## src/rtl/ppu_bg_shifter.sv

```systemverilog
// Background pixel pipeline: captures fetch results from the upstream fetch FSM,
// reloads the pattern/attribute shifters at tile boundaries and emits one pixel per dot.
module ppu_bg_shifter (
    input  logic       clk,
    input  logic       rst,
    input  logic [2:0] bg_state,
    input  logic       data_valid,
    input  logic [7:0] vram_data,
    input  logic [1:0] at_quad,
    input  logic       shift_en,
    input  logic [2:0] fine_x,
    input  logic [7:0] pixel_x,
    input  logic       bg_enable,
    input  logic       show_left8,
    output logic [7:0] nt_byte,
    output logic [3:0] bg_pixel,
    output logic       bg_opaque,
    output logic       pixel_valid
);

    localparam logic [2:0] ST_SLEEP  = 3'b000;
    localparam logic [2:0] ST_IDLE   = 3'b001;
    localparam logic [2:0] ST_NT     = 3'b010;
    localparam logic [2:0] ST_AT     = 3'b011;
    localparam logic [2:0] ST_BG_LSB = 3'b100;
    localparam logic [2:0] ST_BG_MSB = 3'b101;
    localparam logic [2:0] ST_VBLANK = 3'b110;

    logic [2:0]  prev_state;
    logic [1:0]  at_latch_next;
    logic [1:0]  at_latch;
    logic [7:0]  pt_lo_latch;
    logic [7:0]  pt_hi_latch;
    logic [15:0] pt_lo_sh;
    logic [15:0] pt_hi_sh;
    logic [7:0]  at_lo_sh;
    logic [7:0]  at_hi_sh;

    logic        reload;
    logic [1:0]  at_sel;
    logic [15:0] pt_lo_next;
    logic [15:0] pt_hi_next;
    logic [7:0]  at_lo_next;
    logic [7:0]  at_hi_next;
    logic [3:0]  pt_idx;
    logic [2:0]  at_idx;
    logic [1:0]  pix_pattern;
    logic [1:0]  pix_palette;
    logic        clip;

    // A tile boundary is the cycle the fetch FSM leaves BG_MSB.
    assign reload = (prev_state == ST_BG_MSB) && (bg_state != ST_BG_MSB);

    always_comb begin
        at_sel = 2'b00;
        case (at_quad)
            2'd0: at_sel = vram_data[1:0];
            2'd1: at_sel = vram_data[3:2];
            2'd2: at_sel = vram_data[5:4];
            default: at_sel = vram_data[7:6];
        endcase
    end

    // Reload overwrites only the low byte, so a coincident shift still advances the high byte.
    always_comb begin
        pt_lo_next = shift_en ? {pt_lo_sh[14:0], 1'b0} : pt_lo_sh;
        pt_hi_next = shift_en ? {pt_hi_sh[14:0], 1'b0} : pt_hi_sh;
        if (reload) begin
            pt_lo_next[7:0] = pt_lo_latch;
            pt_hi_next[7:0] = pt_hi_latch;
        end
        at_lo_next = shift_en ? {at_lo_sh[6:0], at_latch[0]} : at_lo_sh;
        at_hi_next = shift_en ? {at_hi_sh[6:0], at_latch[1]} : at_hi_sh;
    end

    assign pt_idx      = 4'd15 - {1'b0, fine_x};
    assign at_idx      = 3'd7 - fine_x;
    assign pix_pattern = {pt_hi_sh[pt_idx], pt_lo_sh[pt_idx]};
    assign pix_palette = {at_hi_sh[at_idx], at_lo_sh[at_idx]};
    assign clip        = !bg_enable || ((pixel_x < 8'd8) && !show_left8);

    always_ff @(posedge clk) begin
        if (rst) begin
            prev_state    <= ST_SLEEP;
            nt_byte       <= 8'h00;
            at_latch_next <= 2'b00;
            at_latch      <= 2'b00;
            pt_lo_latch   <= 8'h00;
            pt_hi_latch   <= 8'h00;
            pt_lo_sh      <= 16'h0000;
            pt_hi_sh      <= 16'h0000;
            at_lo_sh      <= 8'h00;
            at_hi_sh      <= 8'h00;
            bg_pixel      <= 4'h0;
            bg_opaque     <= 1'b0;
            pixel_valid   <= 1'b0;
        end else begin
            prev_state <= bg_state;
            if (data_valid) begin
                case (bg_state)
                    ST_NT:     nt_byte       <= vram_data;
                    ST_AT:     at_latch_next <= at_sel;
                    ST_BG_LSB: pt_lo_latch   <= vram_data;
                    ST_BG_MSB: pt_hi_latch   <= vram_data;
                    ST_SLEEP, ST_IDLE, ST_VBLANK: ;
                    default: ;
                endcase
            end
            pt_lo_sh <= pt_lo_next;
            pt_hi_sh <= pt_hi_next;
            at_lo_sh <= at_lo_next;
            at_hi_sh <= at_hi_next;
            if (reload) begin
                at_latch <= at_latch_next;
            end
            if (shift_en) begin
                pixel_valid <= 1'b1;
                bg_pixel    <= clip ? 4'h0 : {pix_palette, pix_pattern};
                bg_opaque   <= !clip && (pix_pattern != 2'b00);
            end else begin
                pixel_valid <= 1'b0;
            end
        end
    end

endmodule

```

## config.mk

```make
export PLATFORM = sky130hd
export DESIGN_NAME = ppu_bg_shifter
export DESIGN_NICKNAME = d
export VERILOG_FILES = /design/src/rtl/ppu_bg_shifter.sv
export SDC_FILE = /design/constraint.sdc
export NUM_CORES = 1
export LEC_CHECK = 0
export ABC_AREA = 1
export CORE_ASPECT_RATIO = 0.7
export CORE_UTILIZATION = 35
export DETAILED_ROUTE_END_ITERATION = 10
export DONT_BUFFER_PORTS = 1
export GPL_TIMING_DRIVEN = 1
export PLACE_DENSITY = 0.5
export REMOVE_ABC_BUFFERS = 1
export SYNTH_ARGS = -nofsm -noshare
export SYNTH_HDL_FRONTEND = slang
export SYNTH_SLANG_ARGS = --single-unit
export TNS_END_PERCENT = 100
```

## constraint.sdc

```tcl
create_clock -name clk -period 3.4 [get_ports clk]
set_clock_uncertainty 0.15 [all_clocks]
set_input_delay 0.68 -clock clk [delete_from_list [all_inputs] [get_ports clk]]
set_output_delay 0.68 -clock clk [all_outputs]
set_load 0.005 [all_outputs]
```

==> results.yml, run 1 <==
setup_path:
  crit_arrival_ns: 1.77
  r2r_slack_ns: 1.78
  r2r_cells: 6
  endpoint_kind: "flip-flop"
  critPathKind: "input port to flip-flop"
  timing.rr.end: "pt_hi_sh[1]$_SDFFE_PP0P_"
  crit_fanout: 12
  required_ns: 3.48
  reg2reg_from: "prev_state[0]$_SDFF_PP0_"
  startpoint: "bg_state[2]"
  cp-start-kind: "input port"
finish:
  nNetsFinal: 473
  layout-drive-gt1-share_pct: 5.36
  area_growth_pct: 9.86
  regArea_um2: 1700
  multiInputGateArea_um2: 1430
  fin_cells: 572
  antenna_cells: 0
  nFillCells: 999
grt:
  grt_pass1_wl_um: 13500
  grt_max_degree: 61
  grt_pass1_vias: 2741
  grt_antenna_before_repair: 0
  overflow: 0
  track_usage_pct: 17.0
die:
  rows: 29
  die_h_um: 84.8
  pin_count: 44
  dieArea_um2: 10200
  start_util_pct: 36.9
  fp.dieW_um: 120
  core_area_um2: 9290
clock_tree:
  cts_tree: "done"
  clkSinkCount: 85
  htreeDepth: 3
  cts_hold_buf: 0
  cts.path.max_buffers: 2
  clk_latency_ns: 0.34
  cts_buffers: 9
  cts_setup_buffers: 0
  clk_root_buffer_cell: "clkbuf_16"
  clk_pin_slew_ns: 0.06
  cts-resized-gates: 0
power_and_ir_drop:
  powerDensity_nw_per_um2: 581
  p_leak_uw: 0.00147
  ir_drop_mv: 0.215
min_path:
  worstHoldEndpoint: "pt_hi_sh[0]$_SDFFE_PP0P_"
  worstHoldStart: "rst"
  hold_path_depth: 1
  hp-class: "input port to flip-flop"
placed_design:
  place_congestion: 0.712
  dp_hpwl_um: 4910
  io_buffers: 0
  place_inst: 556
synth:
  ys_types: 21
  synth_cells: 459
  yosys-top-cells-area: "dfxtp_1 50%, o21ai_0 9.2%, nand3_1 8.2%"
  synthesis.area_um2: 3430
  yosysTopAreaCell: "dfxtp_1"
  synth_flop_cell: "dfxtp_1"
  yosysWarningCount: 0
  synth_most_common_cell: "dfxtp_1"
  synth_commonest_cells: "85 x dfxtp_1, 73 x nor2_1, 63 x o21ai_0, 56 x nand3_1"
  synth_edf_count: 0
  synth_top_area_share_pct: 49.7
  ys_seq_elements: 85
  async_flop_share_pct: 0
  ys_seq_area_share_pct: 49.7
  syn_avg_cell_area_um2: 7.46
flow_run:
  drv_cap: 0
sta:
  maxSlewHeadroom_pct: 52.4
  finalHoldViolCount: 0
  period_share_pct: 49.8
  fin_crit_ns: 1.69
  drv_slew: 0
  worstMarginPinSlew_ns: 0.713
  setup_violations: 0
  fin_tns_setup_ns: 0
  fmaxAchievable_ghz: 0.590
  rsz0062_at_grt: "no"
detailed_routing:
  dr.pass1.iters: 4
  finalWirelength_um: 7780
  vias: 2860
  vias_per_cell: 5.00
  drt-wirelength-per-cell_um: 13.6
  drc: 0
  antenna_left: 0
  drt_iter0_drc: 226
run_status:
  status: "complete, no violations"
critical path, stage by stage:
cell	delay (ns)
inv_1	0.06
nand3_1	0.09
nor2_1	0.52
inv_1	0.23
nor2_1	0.14
nor2_1	0.05
how the worst max path moves through the flow:
stage	cells past startpoint	slack, ns	endpoint
2_1_floorplan	3	1.57	at_latch_next[0]$_SDFFE_PP0P_
3_3_place_gp	6	1.37	nt_byte[0]$_SDFFE_PP0P_
3_5_place_dp	6	1.40	nt_byte[0]$_SDFFE_PP0P_
4_1_cts	6	1.75	nt_byte[3]$_SDFFE_PP0P_
5_1_grt	6	1.54	nt_byte[5]$_SDFFE_PP0P_
6_report	6	1.71	nt_byte[1]$_SDFFE_PP0P_
cell usage in the layout, fill, tap and decap left out, types with 2 or more instances in the layout:
master and instances:
inv_1 36, o211ai_1 3, dfxtp_1 85, nand2_1 43
clkbuf_8 3, nor2_1 73, o21ai_0 63, a21oi_1 43
clkinv_2 2, a31oi_1 14, buf_4 2, o21ai_1 5
clkbuf_16 9, inv_2 3, nand3_1 56
area by class of cell:
class,count,share of cell area [%]
clock inverters,3,1.13
inverters,40,4.02
well taps,124,4.12
repair buffers,2,0.399
clock buffers,13,7.18
multi-input cells,305,37.9
flip-flops and latches,85,45.2
flip-flops by register name (all words and copies together) (netlist names):
name	cells
prev_state	3
at_latch_next	2
pixel_valid	1
bg_opaque	1
at_hi_sh	8
nt_byte	8
pt_lo_latch	8
at_latch	2
pt_hi_sh	16
pt_hi_latch	8
bg_pixel	4
at_lo_sh	8
pt_lo_sh	16
cell families (layout without fill, tap and decap cells):
kind of cell	after synthesis	in the layout	synth area share, %
simple gates	176	176	22.1
compound gates	129	129	19.6
flops	85	85	49.7
buf+inv	69	58	8.66
through the flow:
step	utilization, %	setup slack, ns	total power (uW)	hold slack, ns	cell area (um^2)
floorplan	-	1.57	1170	0.286	3280
global placement	37.1	1.37	1200	0.303	3450
detailed placement	37.1	1.40	1200	0.311	3450
CTS	40.5	1.75	2220	0.242	3760
global route	40.5	1.54	2290	0.244	3760
finish	40.5	1.71	2190	0.261	3760
per-layer routing:
layer	up-vias	part of all wire, %	global-route usage [%]
met2	48	42	24.3
met5	-	0	0
met1	1305	53	23.5
met3	10	4.2	5.91
met4	0	1.4	6.62
li1	1497	-	-
report_power, final:
part           switching [uW]  leakage, uW  internal (uW)
logic                    79.7     0.000619           44.6
registers                20.9     0.000695           1040
clock network             377     0.000152            628
Power figures use the tool's default switching activity.
==> inputs of run 2 (changes only) <==
--- a/config.mk
+++ b/config.mk
@@ -11,7 +11,7 @@
 export DETAILED_ROUTE_END_ITERATION = 10
 export DONT_BUFFER_PORTS = 1
 export GPL_TIMING_DRIVEN = 1
-export PLACE_DENSITY = 0.5
+export PLACE_DENSITY = 0.52
 export REMOVE_ABC_BUFFERS = 1
 export SYNTH_ARGS = -nofsm -noshare
 export SYNTH_HDL_FRONTEND = slang
==> constraint.sdc (replaced) <==
create_clock -name clk -period 1.4 [get_ports clk]
set_clock_uncertainty 0.15 [all_clocks]
set_input_delay 0.28 -clock clk [delete_from_list [all_inputs] [get_ports clk]]
set_output_delay 0.28 -clock clk [all_outputs]
set_load 0.005 [all_outputs]
==> run 2 against run 1 <==
Against the previous run:
- the run now ends with hold timing left
- utilization increased by 3.6 points
- hold slack lost 0.40 ns
- cell count rose by 4.5%
- count of clock-buffer cells in the layout down 1
- clock power rose to 2.6 times the previous value
- first-iteration DRC count down 28%
- combinational power increased to 3.3 times the previous value
- critical path depth down 3
- sequential power rose by 140%
- cell area increased by 8.8%
- critical endpoint is now pt_lo_sh[12]$_SDFFE_PP0P_
- highest routed layer unchanged
==> results.yml, run 2 (synthesis gave the netlist of run 1 again) <==
run_status:
  status: "complete, but fails checks"
  violations: "hold timing"
setup_path:
  critPathKind: "flip-flop to flip-flop"
  r2r_slack_ns: 0.03
  crit_fanout: 2
  reg2reg_from: "pt_lo_sh[12]$_SDFFE_PP0P_"
  r2r_cells: 3
  endpoint_kind: "flip-flop"
  crit_arrival_ns: 1.45
  required_ns: 1.48
  timing.rr.end: "pt_lo_sh[12]$_SDFFE_PP0P_"
  cp-start-kind: "flip-flop"
finish:
  layout_commonest_cell: "dfxtp_1"
  nNetsFinal: 499
  final_core_util_pct: 44.1
  stdcell_area_um2: 4090
  top_regs: "pt_hi_sh (16), pt_lo_sh (16)"
  layout-drive-gt1-share_pct: 6.75
  final_cell_mix: "85 x dfxtp_1, 73 x nor2_1, 62 x o21ai_0, 56 x nand3_1, 43 x nand2_1"
  area_growth_pct: 19.5
  antenna_cells: 0
clock_tree:
  htreeDepth: 3
  clk_root_buffer_cell: "clkbuf_16"
  cts_hold_buf: 20
  clk_pin_slew_ns: 0.06
  cts_tree: "done"
  cts.path.max_buffers: 2
  cts_buffers: 9
  clk_latency_ns: 0.35
  clkSinkCount: 85
  cts_setup_buffers: 0
detailed_routing:
  finalWirelength_um: 8350
  drt-wirelength-per-cell_um: 14.0
  antenna_left: 0
  drt_iter0_drc: 163
  drc: 0
  vias: 3001
  vias_per_cell: 5.02
  dr.pass1.iters: 4
sta:
  fin_crit_ns: 1.37
  finalHoldViolCount: 20
  maxSlewHeadroom_pct: 81.2
  period_share_pct: 98.0
  fmaxAchievable_ghz: 0.729
  worstMarginPinSlew_ns: 0.282
  drv_slew: 0
  fin_ws_ns: 0.0279
  rsz0062_at_grt: "no"
  whs_ns: -0.142
  setup_violations: 0
placed_design:
  dp_slack_ns: 0.0846
  dpl_cell_area_um2: 3550
  io_buffers: 0
  place_congestion: 0.726
  dp_hpwl_um: 5030
grt:
  grt_pass1_wl_um: 13800
  grt_pass1_vias: 2771
  grt_antenna_before_repair: 0
  track_usage_pct: 17.5
  grt_max_degree: 41
  overflow: 0
min_path:
  hold_path_depth: 1
  worstHoldEndpoint: "pt_hi_sh[3]$_SDFFE_PP0P_"
  hp-class: "input port to flip-flop"
  worstHoldStart: "rst"
die:
  dieArea_um2: 10200
  start_util_pct: 36.9
  core_area_um2: 9290
  fp.dieW_um: 120
  rows: 29
  pin_count: 44
  die_h_um: 84.8
flow_run:
  drv_cap: 0
power_and_ir_drop:
  powerDensity_nw_per_um2: 1370
  p_leak_uw: 0.00163
  ir_drop_mv: 0.626
[run 2: critical path, stage by stage (launching register included)]
cell	delay [ns]
dfxtp_1	0.31
o21ai_0	0.16
a21oi_1	0.07
dlygate4sd3_1	0.57
[run 2: per-stage QoR]
stage          instances  total power, uW  hold WS (ns)  setup TNS, ns
4_1_cts              598             5630        -0.153              0
2_1_floorplan        430             2850         0.199         -0.867
3_5_place_dp         562             2950         0.209              0
3_3_place_gp         562             2940         0.208              0
6_report             598             5600        -0.142              0
5_1_grt              598             5810        -0.159              0
[run 2: final cells by class]
class                   count  area (um^2)
fillers                   959         5190
flip-flops and latches     85         1700
multi-input cells         305         1430
repair buffers             28          324
clock buffers              12          256
inverters                  40          155
well taps                 124          155
clock inverters             4         70.1
[run 2: how the worst max path moves through the flow]
stage | start | end | slack [ns]
2_1_floorplan | rst | at_latch_next[0]$_SDFFE_PP0P_ | -0.03
3_3_place_gp | bg_state[1] | pt_lo_sh[5]$_SDFFE_PP0P_ | 0.10
3_5_place_dp | bg_state[1] | pt_lo_sh[5]$_SDFFE_PP0P_ | 0.08
4_1_cts | prev_state[0]$_SDFF_PP0_ | pt_lo_sh[5]$_SDFFE_PP0P_ | 0.06
5_1_grt | prev_state[0]$_SDFF_PP0_ | pt_lo_sh[5]$_SDFFE_PP0P_ | 0.0007
6_report | pt_lo_sh[12]$_SDFFE_PP0P_ | pt_lo_sh[12]$_SDFFE_PP0P_ | 0.03
[run 2: routing by layer]
metal	routed length (um)	vias up	share of wire (%)	global-route usage, %
met3	275	8	3.3	5.77
li1	-	1555	-	-
met4	96	0	1.1	5.05
met1	4410	1410	53	24.4
met5	0	-	0	0
met2	3570	28	43	25.7
[run 2: where the power goes]
group	internal, uW	switching [uW]	total [uW]
sequential	2520	52.4	2570
clock	1650	969	2620
combinational	174	234	408
total	4350	1260	5600
[run 2: timing repair]
action                                  CTS  global route
hold endpoints to repair                 65            20
endpoints found under the setup margin    0            16
resized for setup                         0             5
==> inputs of run 3 (changes only) <==
--- a/config.mk
+++ b/config.mk
@@ -7,11 +7,11 @@
 export LEC_CHECK = 0
 export ABC_AREA = 1
 export CORE_ASPECT_RATIO = 0.7
-export CORE_UTILIZATION = 35
+export CORE_UTILIZATION = 30
 export DETAILED_ROUTE_END_ITERATION = 10
 export DONT_BUFFER_PORTS = 1
 export GPL_TIMING_DRIVEN = 1
-export PLACE_DENSITY = 0.52
+export PLACE_DENSITY = 0.46
 export REMOVE_ABC_BUFFERS = 1
 export SYNTH_ARGS = -nofsm -noshare
 export SYNTH_HDL_FRONTEND = slang
==> run 3 against run 2 <==
Against the previous run:
- the flow still finishes with violations (hold timing)
- flip-flop and latch count stayed put
- non-clock buffer count shrank 5
- setup slack improved by 0.019 ns
- sequential share of layout area is 0.87 points higher
- critical path depth unchanged
- utilization decreased by 7.8 points
- critical endpoint is now pt_hi_sh[13]$_SDFFE_PP0P_
==> results.yml, run 3 (synthesis gave the netlist of run 1 again) <==
run_status:
  status: "complete, but fails checks"
  violations: "hold timing"
min_path:
  hold_path_depth: 1
  hp-class: "input port to flip-flop"
setup_path:
  critPathKind: "flip-flop to flip-flop"
  r2r_slack_ns: 0.05
  slowest_delay_ns: 0.55
  crit_arrival_ns: 1.42
  crit_fanout: 2
  cp-start-kind: "flip-flop"
  critPathCapture: "pt_hi_sh[13]$_SDFFE_PP0P_"
  critPathSlowestCell: "dlygate4sd3_1"
  r2r_cells: 3
  path_depth: 3
  reg2reg_from: "pt_hi_sh[13]$_SDFFE_PP0P_"
  timing.rr.end: "pt_hi_sh[13]$_SDFFE_PP0P_"
  path_buf_inv: 1
  path_delay_family: "buffers and inverters"
  endpoint_kind: "flip-flop"
  required_ns: 1.47
  startpoint: "pt_hi_sh[13]$_SDFFE_PP0P_"
  cp_cell_sequence: "o21ai_0 -> a21oi_1 -> dlygate4sd3_1"
grt:
  grt_max_degree: 46
  track_usage_pct: 14.9
  grt_pass1_vias: 2769
  overflow: 0
  grt_pass1_wl_um: 13800
  grt_antenna_before_repair: 0
finish:
  layout_commonest_cell: "dfxtp_1"
  layout-drive-gt1-share_pct: 6.44
  fin_cells: 619
  area_growth_pct: 17.1
  final_cell_mix: "85 x dfxtp_1, 73 x nor2_1, 63 x o21ai_0, 56 x nand3_1"
  top_regs: "pt_hi_sh (16), pt_lo_sh (16)"
  stdcell_area_um2: 4010
  antenna_cells: 0
  nNetsFinal: 494
  final_core_util_pct: 36.3
sta:
  finalHoldViolCount: 20
  fin_crit_ns: 1.35
  setup_violations: 0
  period_share_pct: 96.7
  fin_ws_ns: 0.0469
  rsz0062_at_grt: "no"
  drv_slew: 0
  fmaxAchievable_ghz: 0.739
  fin_tns_setup_ns: 0
  whs_ns: -0.135
  worstMarginPinSlew_ns: 0.312
  maxSlewHeadroom_pct: 79.0
die:
  fp.dieW_um: 130
  rows: 32
  pin_count: 44
  die_h_um: 91.4
  core_area_um2: 11100
  dieArea_um2: 11900
  start_util_pct: 31.0
placed_design:
  dp_slack_ns: 0.0796
  dp_hpwl_um: 5120
  place_inst: 592
  place_congestion: 0.712
  io_buffers: 0
  dpl_cell_area_um2: 3560
detailed_routing:
  finalWirelength_um: 8200
  vias_per_cell: 4.79
  dr.pass1.iters: 4
  antenna_left: 0
  vias: 2963
  drt_iter0_drc: 217
  drc: 0
  drt-wirelength-per-cell_um: 13.3
clock_tree:
  cts_setup_buffers: 0
  clk_latency_ns: 0.33
  htreeDepth: 3
  cts_hold_buf: 14
  cts_tree: "done"
  clkSinkCount: 85
  cts_buffers: 9
  cts.path.max_buffers: 2
  clk_pin_slew_ns: 0.06
  clk_root_buffer_cell: "clkbuf_16"
power_and_ir_drop:
  ir_drop_mv: 0.543
  powerDensity_nw_per_um2: 1320
  p_leak_uw: 0.00157
flow_run:
  drv_cap: 0
-- run 3: metal layers --
layer	routed length, um	global-route usage, %	vias to the layer above
met5	0	0	-
met4	69	4.36	0
met3	226	3.54	9
met2	3600	22.5	40
met1	4310	21.0	1381
li1	-	-	1533
-- run 3: worst reg2reg max path: stages, from the launching register on --
cell and delay (ns):
dfxtp_1 0.31, o21ai_0 0.17, a21oi_1 0.06, dlygate4sd3_1 0.55
-- run 3: report_power, final --
part	leakage, uW	switching (uW)	internal [uW]
Clock	0.000143	890	1450
Combinational	0.000736	229	155
Sequential	0.000695	50.6	2520
-- run 3: area by class of cell --
type,instances,area (um^2)
timing repair buffer,23,246
inverter,40,155
clock inverter,2,35.0
sequential,85,1700
clock buffer,11,253
fill,1185,7040
tap,153,191
multi-input combinational,305,1430
-- run 3: worst min path at each step --
stage               from                       end
global route         rst  pt_hi_sh[0]$_SDFFE_PP0P_
finish               rst  pt_hi_sh[0]$_SDFFE_PP0P_
global placement     rst  pt_hi_sh[0]$_SDFFE_PP0P_
CTS                  rst  pt_hi_sh[2]$_SDFFE_PP0P_
detailed placement   rst  pt_hi_sh[2]$_SDFFE_PP0P_
floorplan            rst  bg_pixel[0]$_SDFFE_PP0P_
-- run 3: stage by stage --
stage               total power, uW  hold WS [ns]
detailed placement             2950         0.209
global route                   5520        -0.150
CTS                            5350        -0.147
finish                         5290        -0.135
floorplan                      2850         0.199
global placement               2940         0.208
-- run 3: repair_timing --
| item | in CTS | in global routing |
|---|---|---|
| setup endpoints to repair | 0 | 11 |
| endpoints found under the hold margin | 64 | 20 |
| resized for setup | 0 | 3 |
